<file path="src/rtl/ring_link.sv">
// ring_link: two independent registered elastic FIFOs closing the ring between adjacent macros,
// with per-direction delivered-beat counters and a shared busy flag.
module ring_link_fifo #(
  parameter int DataWidth = 64,
  parameter int Depth     = 2,
  parameter int CntWidth  = 16
) (
  input  logic                 clk_i,
  input  logic                 rst_ni,
  input  logic                 flush_i,
  input  logic [DataWidth-1:0] data_i,
  input  logic                 valid_i,
  output logic                 ready_o,
  output logic [DataWidth-1:0] data_o,
  output logic                 valid_o,
  input  logic                 ready_i,
  output logic [CntWidth-1:0]  beats_o,
  output logic                 nonempty_o
);
  localparam int AW = $clog2(Depth);
  localparam int CW = AW + 1;
  localparam logic [CW-1:0] FULL = CW'(Depth);
  logic [DataWidth-1:0] mem_q [Depth];
  logic [DataWidth-1:0] mem_d [Depth];
  logic [AW-1:0]        wptr_q, wptr_d, rptr_q, rptr_d;
  logic [CW-1:0]        cnt_q, cnt_d;
  logic [CntWidth-1:0]  beats_q, beats_d;
  logic                 push, pop;
  // Handshakes depend only on registered occupancy and flush, never on the far side.
  always_comb begin
    ready_o = !flush_i && cnt_q != FULL;
    valid_o = !flush_i && cnt_q != '0;
    push    = valid_i && ready_o;
    pop     = valid_o && ready_i;
    mem_d   = mem_q;
    if (push) mem_d[wptr_q] = data_i;
    wptr_d  = flush_i ? '0 : wptr_q + AW'(push);
    rptr_d  = flush_i ? '0 : rptr_q + AW'(pop);
    cnt_d   = flush_i ? '0 : cnt_q + CW'(push) - CW'(pop);
    beats_d = flush_i ? '0 : beats_q + CntWidth'(pop);
  end
  always_ff @(posedge clk_i or negedge rst_ni) begin
    if (!rst_ni) begin
      mem_q   <= '{default: '0};
      wptr_q  <= '0;
      rptr_q  <= '0;
      cnt_q   <= '0;
      beats_q <= '0;
    end else begin
      mem_q   <= mem_d;
      wptr_q  <= wptr_d;
      rptr_q  <= rptr_d;
      cnt_q   <= cnt_d;
      beats_q <= beats_d;
    end
  end
  assign data_o     = mem_q[rptr_q];
  assign beats_o    = beats_q;
  assign nonempty_o = cnt_q != '0;
endmodule

module ring_link #(
  parameter int DataWidth = 64,
  parameter int Depth     = 2,
  parameter int CntWidth  = 16
) (
  input  logic                 clk_i,
  input  logic                 rst_ni,
  input  logic                 flush_i,
  input  logic [DataWidth-1:0] a_data_i,
  input  logic                 a_valid_i,
  output logic                 a_ready_o,
  output logic [DataWidth-1:0] b_data_o,
  output logic                 b_valid_o,
  input  logic                 b_ready_i,
  input  logic [DataWidth-1:0] b_data_i,
  input  logic                 b_valid_i,
  output logic                 b_ready_o,
  output logic [DataWidth-1:0] a_data_o,
  output logic                 a_valid_o,
  input  logic                 a_ready_i,
  output logic [CntWidth-1:0]  ab_cnt_o,
  output logic [CntWidth-1:0]  ba_cnt_o,
  output logic                 busy_o
);
  logic ab_ne, ba_ne;
  ring_link_fifo #(.DataWidth(DataWidth), .Depth(Depth), .CntWidth(CntWidth)) u_ab (
    .clk_i, .rst_ni, .flush_i,
    .data_i(a_data_i), .valid_i(a_valid_i), .ready_o(a_ready_o),
    .data_o(b_data_o), .valid_o(b_valid_o), .ready_i(b_ready_i),
    .beats_o(ab_cnt_o), .nonempty_o(ab_ne)
  );
  ring_link_fifo #(.DataWidth(DataWidth), .Depth(Depth), .CntWidth(CntWidth)) u_ba (
    .clk_i, .rst_ni, .flush_i,
    .data_i(b_data_i), .valid_i(b_valid_i), .ready_o(b_ready_o),
    .data_o(a_data_o), .valid_o(a_valid_o), .ready_i(a_ready_i),
    .beats_o(ba_cnt_o), .nonempty_o(ba_ne)
  );
  assign busy_o = ab_ne || ba_ne;
endmodule

</file>
<file path="config.mk">
export PLATFORM = sky130hd
export DESIGN_NAME = ring_link
export DESIGN_NICKNAME = d
export VERILOG_FILES = /design/src/rtl/ring_link.sv
export SDC_FILE = /design/constraint.sdc
export NUM_CORES = 1
export LEC_CHECK = 0
export ABC_CLOCK_PERIOD_IN_PS = 1850
export CORE_AREA = 4 4 186 188
export CTS_BUF_LIST = sky130_fd_sc_hd__clkbuf_8
export DETAILED_ROUTE_END_ITERATION = 8
export DIE_AREA = 0 0 190 192
export PLACE_DENSITY = 0.76
export SKIP_CTS_REPAIR_TIMING = 1
export SYNTH_ARGS = -nofsm -noshare
export SYNTH_HDL_FRONTEND = slang
export SYNTH_SLANG_ARGS = --single-unit
export TNS_END_PERCENT = 10
</file>
<file path="constraint.sdc">
create_clock -name clk_i -period 1.85 [get_ports clk_i]
set_input_delay 0.37 -clock clk_i [delete_from_list [all_inputs] [get_ports clk_i]]
set_output_delay 0.37 -clock clk_i [all_outputs]
set_load 0.1 [all_outputs]
</file>
Word level (Yosys, flattened, before mapping). Cells that the tools add are included. Widths: inputs -> output; s select.

Register bits: 296. Output and inout bits: 165. Word-level logic and storage cells: 68.

Add/sub/neg operators: 10. Magnitude comparators: 6. Equality and inequality tests: 2. Muxes and demuxes: 20. Bitwise logic cells: 4. Reduce and logical (&&, ||, !) cells: 14.

Operators by type and width (number): $mux 64 (8); $bwmux 128 (2); $demux 64 s1 (2); $add 16x1->16 (2); $mux 16 (2); $logic_and 1x1->1 (10); $ge 2x2->1 const B (4); $not 1->2 (4); $add 1x1->1 (4); $add 2x1->2 (2); $lt 2x1->1 const B (2); $mux 1 (4); $mux 2 (2); $ne 2x2->1 const B (2); $reduce_bool 2->1 (2); $sub 2x1->2 (2); $logic_not 1->1 (1); $logic_or 1x1->1 (1).

Longest topological paths before layout. Gate-level depths: netlist of the first run.

Word-level depth: 6. Depth in mapped cells: 9. Gate-level depth less buffers: 9.

Modules after synthesis. Synthesis of the first run repeated with hierarchy kept, for this count alone.

Cells, all modules: 896. Area, all modules: 13033.8 um^2.

Modules (own cells, without submodules): ring_link_fifo at u_ab (times used 1, cells an instance 450, area each 6530.0 um^2, sequential area each 3703.6 um^2); ring_link_fifo at u_ba (times used 1, cells an instance 445, area each 6497.5 um^2, sequential area each 3703.6 um^2); ring_link (times used 1, cells an instance 1, area each 6.3 um^2, sequential area each 0.0 um^2).

Least setup slack after synthesis of the first run. No wires, ideal clock.

Path kind: in2reg. Start: in flush_i. End: reg u_ab.mem_q[0] in the netlist's numbering. Library setup time: 0.125 ns. Arrival time: 3.396 ns. Required time: 1.725 ns. Slack: -1.670 ns. Stages on the path: 7. Cells stage by stage: clkbuf_1 > a21oi_1 > and2_1 > ha_1 > clkbuf_1 > buf_2 > mux2_2.

Word-level cells in the longest chain between the ends: 3.

Ends and longest elaborated chain: start, declared (RTL line 69) `input logic flush_i,`; $logic_not 1->1 (RTL line 31) `ready_o = !flush_i && cnt_q != FULL;`; $logic_and 1x1->1 (RTL line 31); named net a_ready_o (RTL line 72) `output logic a_ready_o,`; $logic_and 1x1->1 (RTL line 33) `push = valid_i && ready_o;`; end signal, assigned (RTL line 50) `mem_q <= mem_d;`; end, declared (RTL line 23) `logic [DataWidth-1:0] mem_q [Depth];`.

The timed path passes the listed nets, and every way through them passes these cells. A chain may end at the register's enable or synchronous reset.

Worst setup path in the final report of the first run.
Start: reg u_ab.rptr_q. End: out b_data_o[31].

Word-level cells in the longest chain between the ends: 4.

Ends and longest elaborated chain: start, declared (RTL line 25) `logic [AW-1:0] wptr_q, wptr_d, rptr_q, rptr_d;`; start signal, assigned (RTL line 52) `rptr_q <= rptr_d;`; $not 1->2 (not written as such) (RTL line 57) `assign data_o = mem_q[rptr_q];`; $mux 64 (not written as such) (3 in a row) (RTL line 57); end, declared (RTL line 73) `output logic [DataWidth-1:0] b_data_o,`.

No other way between the ends. The select of a mux whose other input is x is not followed.

==> out/results.tsv, run 1 <==
metric	value	unit
Achievable Freq	0.451	GHz
via count	8761	
required time at the worst-slack endpoint	1480	ps
clock period minus final worst setup slack	2220	ps
buffers added on ports	299	
number of endpoints failing setup at the final stage	138	
Post-Route Setup TNS	-40470	ps
post-synth net total	1044	
Pre-antenna DRT Iters	4	
top-area cell type share of the netlist area	56.8	%
initial antenna violation count	3	
post-route antenna net violation count	0	
largest net degree at the start of global routing	55	
Synth async-reset ratio	100	%
transition at the pin with the smallest max-transition slack	369	ps
Ys Warns	0	
drt first-iter violations	273	
DRC errors left	0	
per-instance average area after synthesis	14.5	µm²
final worst path period share	120	%
vias in the first global route	9753	
routed length per instance	19.2	µm
Final Max Tran Viols	0	
weighted congestion at the end of routability-driven global placement	0.797	
setup repair after global routing missed its margin	true	
sinks on the clock net	296	
total global routing overflow	0	
gate count after technology mapping	897	
post-synthesis cell area	13000	µm²
I/O pin count	300	
post-synth cell types	24	
most instantiated library cell after synthesis	sky130_fd_sc_hd__mux2_2	
H-tree depth reported by CTS	2	
status	complete, but fails checks	
number of buffers between clock root and the deepest sink	3	
worst hold path type	in -> async	
element type at the critical path end	output port	
Die W	190	µm
clock tree from TritonCTS	done	
die area	36500	µm²
startpoint kind of the worst setup timing path	register	
effective utilization at floorplan	39.4	%
CP max FO	6	
insertion delay to the later sink of the worst-skew pair	560	ps
number of hold-slack violations in the final timing report	0	
share of final-layout standard cells stronger than drive strength 1	56.5	%
Clock Skew	14.5	ps
die extent in y	192	µm
# rows	67	
CTS Root Cell	sky130_fd_sc_hd__clkbuf_8	
path type of the worst setup path	reg -> out	
violations in the final reports	setup timing	
Power per Cell Area	1850	nW/µm²
post-route worst setup slack	-366	ps
global routing usage summed across all routing layers	17.8	%
share of the core filled with cells in the final layout	61.4	%
area delta synth->final	56.1	%
count of flip-flops with a built-in enable after synthesis	0	
total half-perimeter wirelength after legalization and detailed placement	23800	µm
leading register cell type out of synthesis	sky130_fd_sc_hd__dfrtp_1	
list of most frequent post-synthesis cells	392 x sky130_fd_sc_hd__mux2_2, 296 x sky130_fd_sc_hd__dfrtp_1, 35 x sky130_fd_sc_hd__buf_2	
Leak Pwr	8.74	nW
data arrival time of the critical path	1850	ps
Total Wirelength	33800	µm
vias per inst	4.97	
Core Footprint	33100	µm²
proportion of synthesized chip area in sequential cells	56.8	%
Place WS	-418	ps
total clock buffers created by CTS	52	
Clock Pin Slew Worst Setup and Hold Paths	60	ps
peak supply drop	0.00130	V
Slew Limit Headroom	75.3	%
wire length of the first global-routing pass	52400	µm
ranking of synthesized cells by area	sky130_fd_sc_hd__dfrtp_1 57%, sky130_fd_sc_hd__mux2_2 34%, sky130_fd_sc_hd__buf_2 1.3%	
max_cap viols	0	
layout net count	1423	
Seq cells post-synth	296	
Yosys top cell by area	sky130_fd_sc_hd__dfrtp_1	
## critical path, stage by stage (launching register included)
cell	delay, ps
sky130_fd_sc_hd__dfrtp_4	500
sky130_fd_sc_hd__buf_6	150
sky130_fd_sc_hd__clkbuf_16	160
sky130_fd_sc_hd__mux2_2	300
sky130_fd_sc_hd__buf_12	170
## cells in the final DEF (no fill, tap or decap), types with 5 or more instances in the layout
cell	Yosys	routed
sky130_fd_sc_hd__mux2_2	392	322
sky130_fd_sc_hd__dfrtp_1	296	293
sky130_fd_sc_hd__buf_12	0	183
sky130_fd_sc_hd__clkdlybuf4s50_1	0	132
sky130_fd_sc_hd__mux2_4	0	70
sky130_fd_sc_hd__clkbuf_8	0	66
sky130_fd_sc_hd__buf_4	0	47
sky130_fd_sc_hd__inv_1	12	29
sky130_fd_sc_hd__nor2_1	26	22
sky130_fd_sc_hd__nor2b_1	12	12
sky130_fd_sc_hd__nand4_1	9	9
sky130_fd_sc_hd__a21oi_1	16	9
sky130_fd_sc_hd__o21ai_0	9	9
sky130_fd_sc_hd__nand2_1	8	8
sky130_fd_sc_hd__xor2_1	8	8
sky130_fd_sc_hd__nand3_1	7	7
sky130_fd_sc_hd__o31ai_1	7	7
sky130_fd_sc_hd__buf_6	1	7
sky130_fd_sc_hd__or3_1	6	6
sky130_fd_sc_hd__xnor2_1	6	6
sky130_fd_sc_hd__ha_1	12	6
sky130_fd_sc_hd__a21oi_2	0	5
sky130_fd_sc_hd__ha_4	0	5
## logic make-up after synthesis
| family | count (synthesis) | share of synthesized area, % |
|---|---|---|
| buffers and inverters | 62 | 2.18 |
| AND/OR/NAND/NOR | 89 | 3.68 |
| flip-flops | 296 | 56.8 |
| AO/OA/AOI/OAI | 32 | 1.36 |
| multiplexers | 392 | 33.9 |
| adder cells (fa/ha/maj) | 12 | 1.15 |
| XOR/XNOR | 14 | 0.941 |
## flip-flops by register name, summed over array words and instances, names as in the netlist
register and cells:
u_ab.rptr_q 1, u_ab.cnt_q 2, u_ba.mem_q 128, u_ba.wptr_q 1, u_ab.beats_o 16, u_ab.mem_q 128, u_ba.rptr_q 1, u_ab.wptr_q 1
u_ba.cnt_q 2, u_ba.beats_o 16
## layout make-up
| type | count | area [µm²] |
|---|---|---|
| timing repair buffer | 375 | 5510 |
| inverter | 12 | 45.0 |
| clock inverter | 24 | 103 |
| sequential | 296 | 7410 |
| clock buffer | 66 | 908 |
| multi-input combinational | 539 | 5800 |
| antenna | 2 | 5.00 |
| fill | 2458 | 12800 |
| tap | 448 | 561 |
## worst paths after layout
| kind | from | endpoint | slack [ps] | cells after the start |
|---|---|---|---|---|
| worst max-delay path | u_ab.rptr_q | b_data_o[31] | -370 | 4 |
| worst min-delay path | rst_ni | u_ba.mem_q[86] | 300 | 2 |
| worst max register to register | u_ba.cnt_q[1] | u_ba.beats_o[15] | -70 | 7 |
| worst min register to register | u_ab.mem_q[27] | u_ab.mem_q[27] | 500 | 1 |
| max in group asynchronous | rst_ni | u_ab.beats_o[15] | 840 | 4 |
| min in group clk_i | flush_i | u_ba.beats_o[1] | 310 | 3 |
## through the flow
step           area, µm²  total power, mW  std cells  hold slack (ps)
4_1_cts            19900             37.4       1751             -346
2_1_floorplan      13400             24.0        897             74.4
3_3_place_gp       18900             31.1       1661              260
3_5_place_dp       18900             31.5       1661              265
6_report           20300             37.5       1762              300
5_1_grt            20300             39.0       1762              286
## layer usage
metal,GRT usage [%],share of wire [%],up-vias
met2,29.9,50,242
met3,3.93,5.1,63
met5,0,0.024,-
met4,6.79,2.9,2
li1,-,-,3981
met1,22.5,42,4473
## power by group
part | leakage, nW | switching, mW | total (mW) | internal, mW
clock | 0.586 | 2.58 | 5.75 | 3.17
combinational | 4.57 | 12.9 | 21.8 | 8.86
sequential | 3.59 | 1.20 | 10.0 | 8.83
(Power assumes the default switching activity.)
==> inputs of run 2 (changes only) <==
--- a/config.mk
+++ b/config.mk
@@ -6,10 +6,10 @@
 export NUM_CORES = 1
 export LEC_CHECK = 0
 export ABC_CLOCK_PERIOD_IN_PS = 1850
-export CORE_AREA = 4 4 186 188
+export CORE_AREA = 2 2 184 186
 export CTS_BUF_LIST = sky130_fd_sc_hd__clkbuf_8
 export DETAILED_ROUTE_END_ITERATION = 8
-export DIE_AREA = 0 0 190 192
+export DIE_AREA = 0 0 186 188
 export PLACE_DENSITY = 0.76
 export SKIP_CTS_REPAIR_TIMING = 1
 export SYNTH_ARGS = -nofsm -noshare
==> run 2 against run 1 <==
Compared with the run above:
- largest power group unchanged
- sequential power is essentially flat
- via count is 0.54% higher
- critical path depth unchanged
- routed wire length is 2.3% higher
- fmax about the same
- first-iteration DRC count decreased by 9.2%
- the flow still finishes with violations (setup timing)
- final area increased by 1.2%
==> out/results.tsv, run 2 (synthesis results as in run 1) <==
metric	value	unit
initial antenna violation count	1	
weighted congestion at the end of routability-driven global placement	0.793	
via count	8808	
global routing usage summed across all routing layers	19.3	%
Power per Cell Area	1850	nW/µm²
total chip power	38.2	mW
most common cell after layout, fill and taps aside	sky130_fd_sc_hd__mux2_2	
DRC errors left	0	
drt first-iter violations	248	
Pre-antenna DRT Iters	4	
Crit-path slowest cell	sky130_fd_sc_hd__dfrtp_2	
Total Wirelength	34600	µm
number of cells on the worst reg-to-reg path	8	
total clock buffers created by CTS	51	
startpoint kind of the worst setup timing path	register	
finished layout cell area	20600	µm²
buffers added on ports	299	
fill cell count	2413	
largest incremental delay on the critical path	380	ps
Leak Pwr	8.90	nW
post-route worst setup slack	-365	ps
Achievable Freq	0.451	GHz
placed cell area	19000	µm²
total global routing overflow	0	
status	complete, but fails checks	
die extent in y	188	µm
layout net count	1430	
max_cap viols	0	
share of the core filled with cells in the final layout	62.2	%
data arrival time of the critical path	1850	ps
number of endpoints failing setup at the final stage	144	
R2R Path Start	u_ba.cnt_q[1]	
crit-path cells	buf_12, clkbuf_16, mux2_2, buf_12	
endpoint of the most critical setup path	a_data_o[13]	
transition at the pin with the smallest max-transition slack	477	ps
Core Footprint	33100	µm²
Clock Pin Slew Worst Setup and Hold Paths	60	ps
effective utilization at floorplan	39.4	%
H-tree depth reported by CTS	2	
number of buffers between clock root and the deepest sink	3	
die area	35000	µm²
peak supply drop	0.00124	V
Final Max Tran Viols	0	
largest net degree at the start of global routing	54	
path type of the worst setup path	reg -> out	
Post-Route Setup TNS	-40900	ps
element type at the critical path end	output port	
area delta synth->final	58.0	%
start point of the critical path	u_ba.rptr_q	
setup repair after global routing missed its margin	true	
Place WS	-401	ps
worst hold path type	in -> reg	
wire length of the first global-routing pass	53600	µm
Fin Hold WS	304	ps
I/O pin count	300	
violations in the final reports	setup timing	
final cell count without fillers	1773	
total half-perimeter wirelength after legalization and detailed placement	24000	µm
vias per inst	4.97	
Die W	186	µm
final worst path period share	120	%
insertion delay to the later sink of the worst-skew pair	560	ps
registers with the most flip-flops	u_ab.mem_q x128, u_ba.mem_q x128	
sinks on the clock net	296	
post-route antenna net violation count	0	
antenna diode count	0	
clock tree from TritonCTS	done	
number of hold-slack violations in the final timing report	0	
CTS Root Cell	sky130_fd_sc_hd__clkbuf_8	
worst-case register-to-register setup slack	-150	ps
highest-count cells in the layout ignoring fill and taps	303 x sky130_fd_sc_hd__mux2_2, 293 x sky130_fd_sc_hd__dfrtp_1, 187 x sky130_fd_sc_hd__buf_12, 132 x sky130_fd_sc_hd__clkdlybuf4s50_1, 89 x sky130_fd_sc_hd__mux2_4	
clock period minus final worst setup slack	2220	ps
share of final-layout standard cells stronger than drive strength 1	56.8	%
vias in the first global route	9875	
placed cells	1669	
Slew Limit Headroom	68.2	%
# rows	67	
routed length per instance	19.5	µm
CP max FO	11	
cell seen most often among critical-path stages	sky130_fd_sc_hd__buf_12	
Clock Skew	21.1	ps
required time at the worst-slack endpoint	1480	ps
capture point of the worst reg-to-reg path	u_ba.beats_o[5]	
## run 2: changes by cell type in the layout (fill, tap and decap cells not counted), sizes merged
cell      change
diode         -2
buf           +6
clkinvlp      -2
clkinv        +1
inv           -1
clkbuf        +9
## run 2: worst min-delay path by stage
stage / from / endpoint / cells after the start
2_1_floorplan: rst_ni / u_ab.beats_o[0] / 0
3_3_place_gp: rst_ni / u_ba.mem_q[60] / 1
3_5_place_dp: rst_ni / u_ba.mem_q[60] / 1
4_1_cts: rst_ni / u_ba.mem_q[60] / 1
5_1_grt: flush_i / u_ba.rptr_q / 3
6_report: flush_i / u_ba.wptr_q / 3
## run 2: routing by layer
metal  part of all wire (%)  up-vias  GRT usage, %
li1                       -     3987             -
met3                    5.6       53          4.58
met1                     41     4544          23.6
met4                    2.5        0          5.81
met5                      0        -             0
met2                     51      224          33.6
## run 2: power by group
group	switching (mW)	total, mW	internal (mW)
logic	13.0	22.0	9.07
clock network	2.64	6.11	3.48
registers	1.23	10.1	8.83
total	16.8	38.2	21.4
## run 2: final cells by class
cell class / count / area [µm²] / area share [%]
sequential: 296 / 7410 / 36.0
multi-input combinational: 539 / 5830 / 28.3
timing repair buffer: 383 / 5660 / 27.5
clock buffer: 73 / 1000 / 4.88
tap: 448 / 561 / 2.72
clock inverter: 22 / 88.8 / 0.431
inverter: 12 / 45.0 / 0.219
## run 2: critical path, delay by kind of cell (launching register included)
kind,cells,cell delay [ps]
buffers and inverters,3,510
flip-flops,1,380
multiplexers,1,370
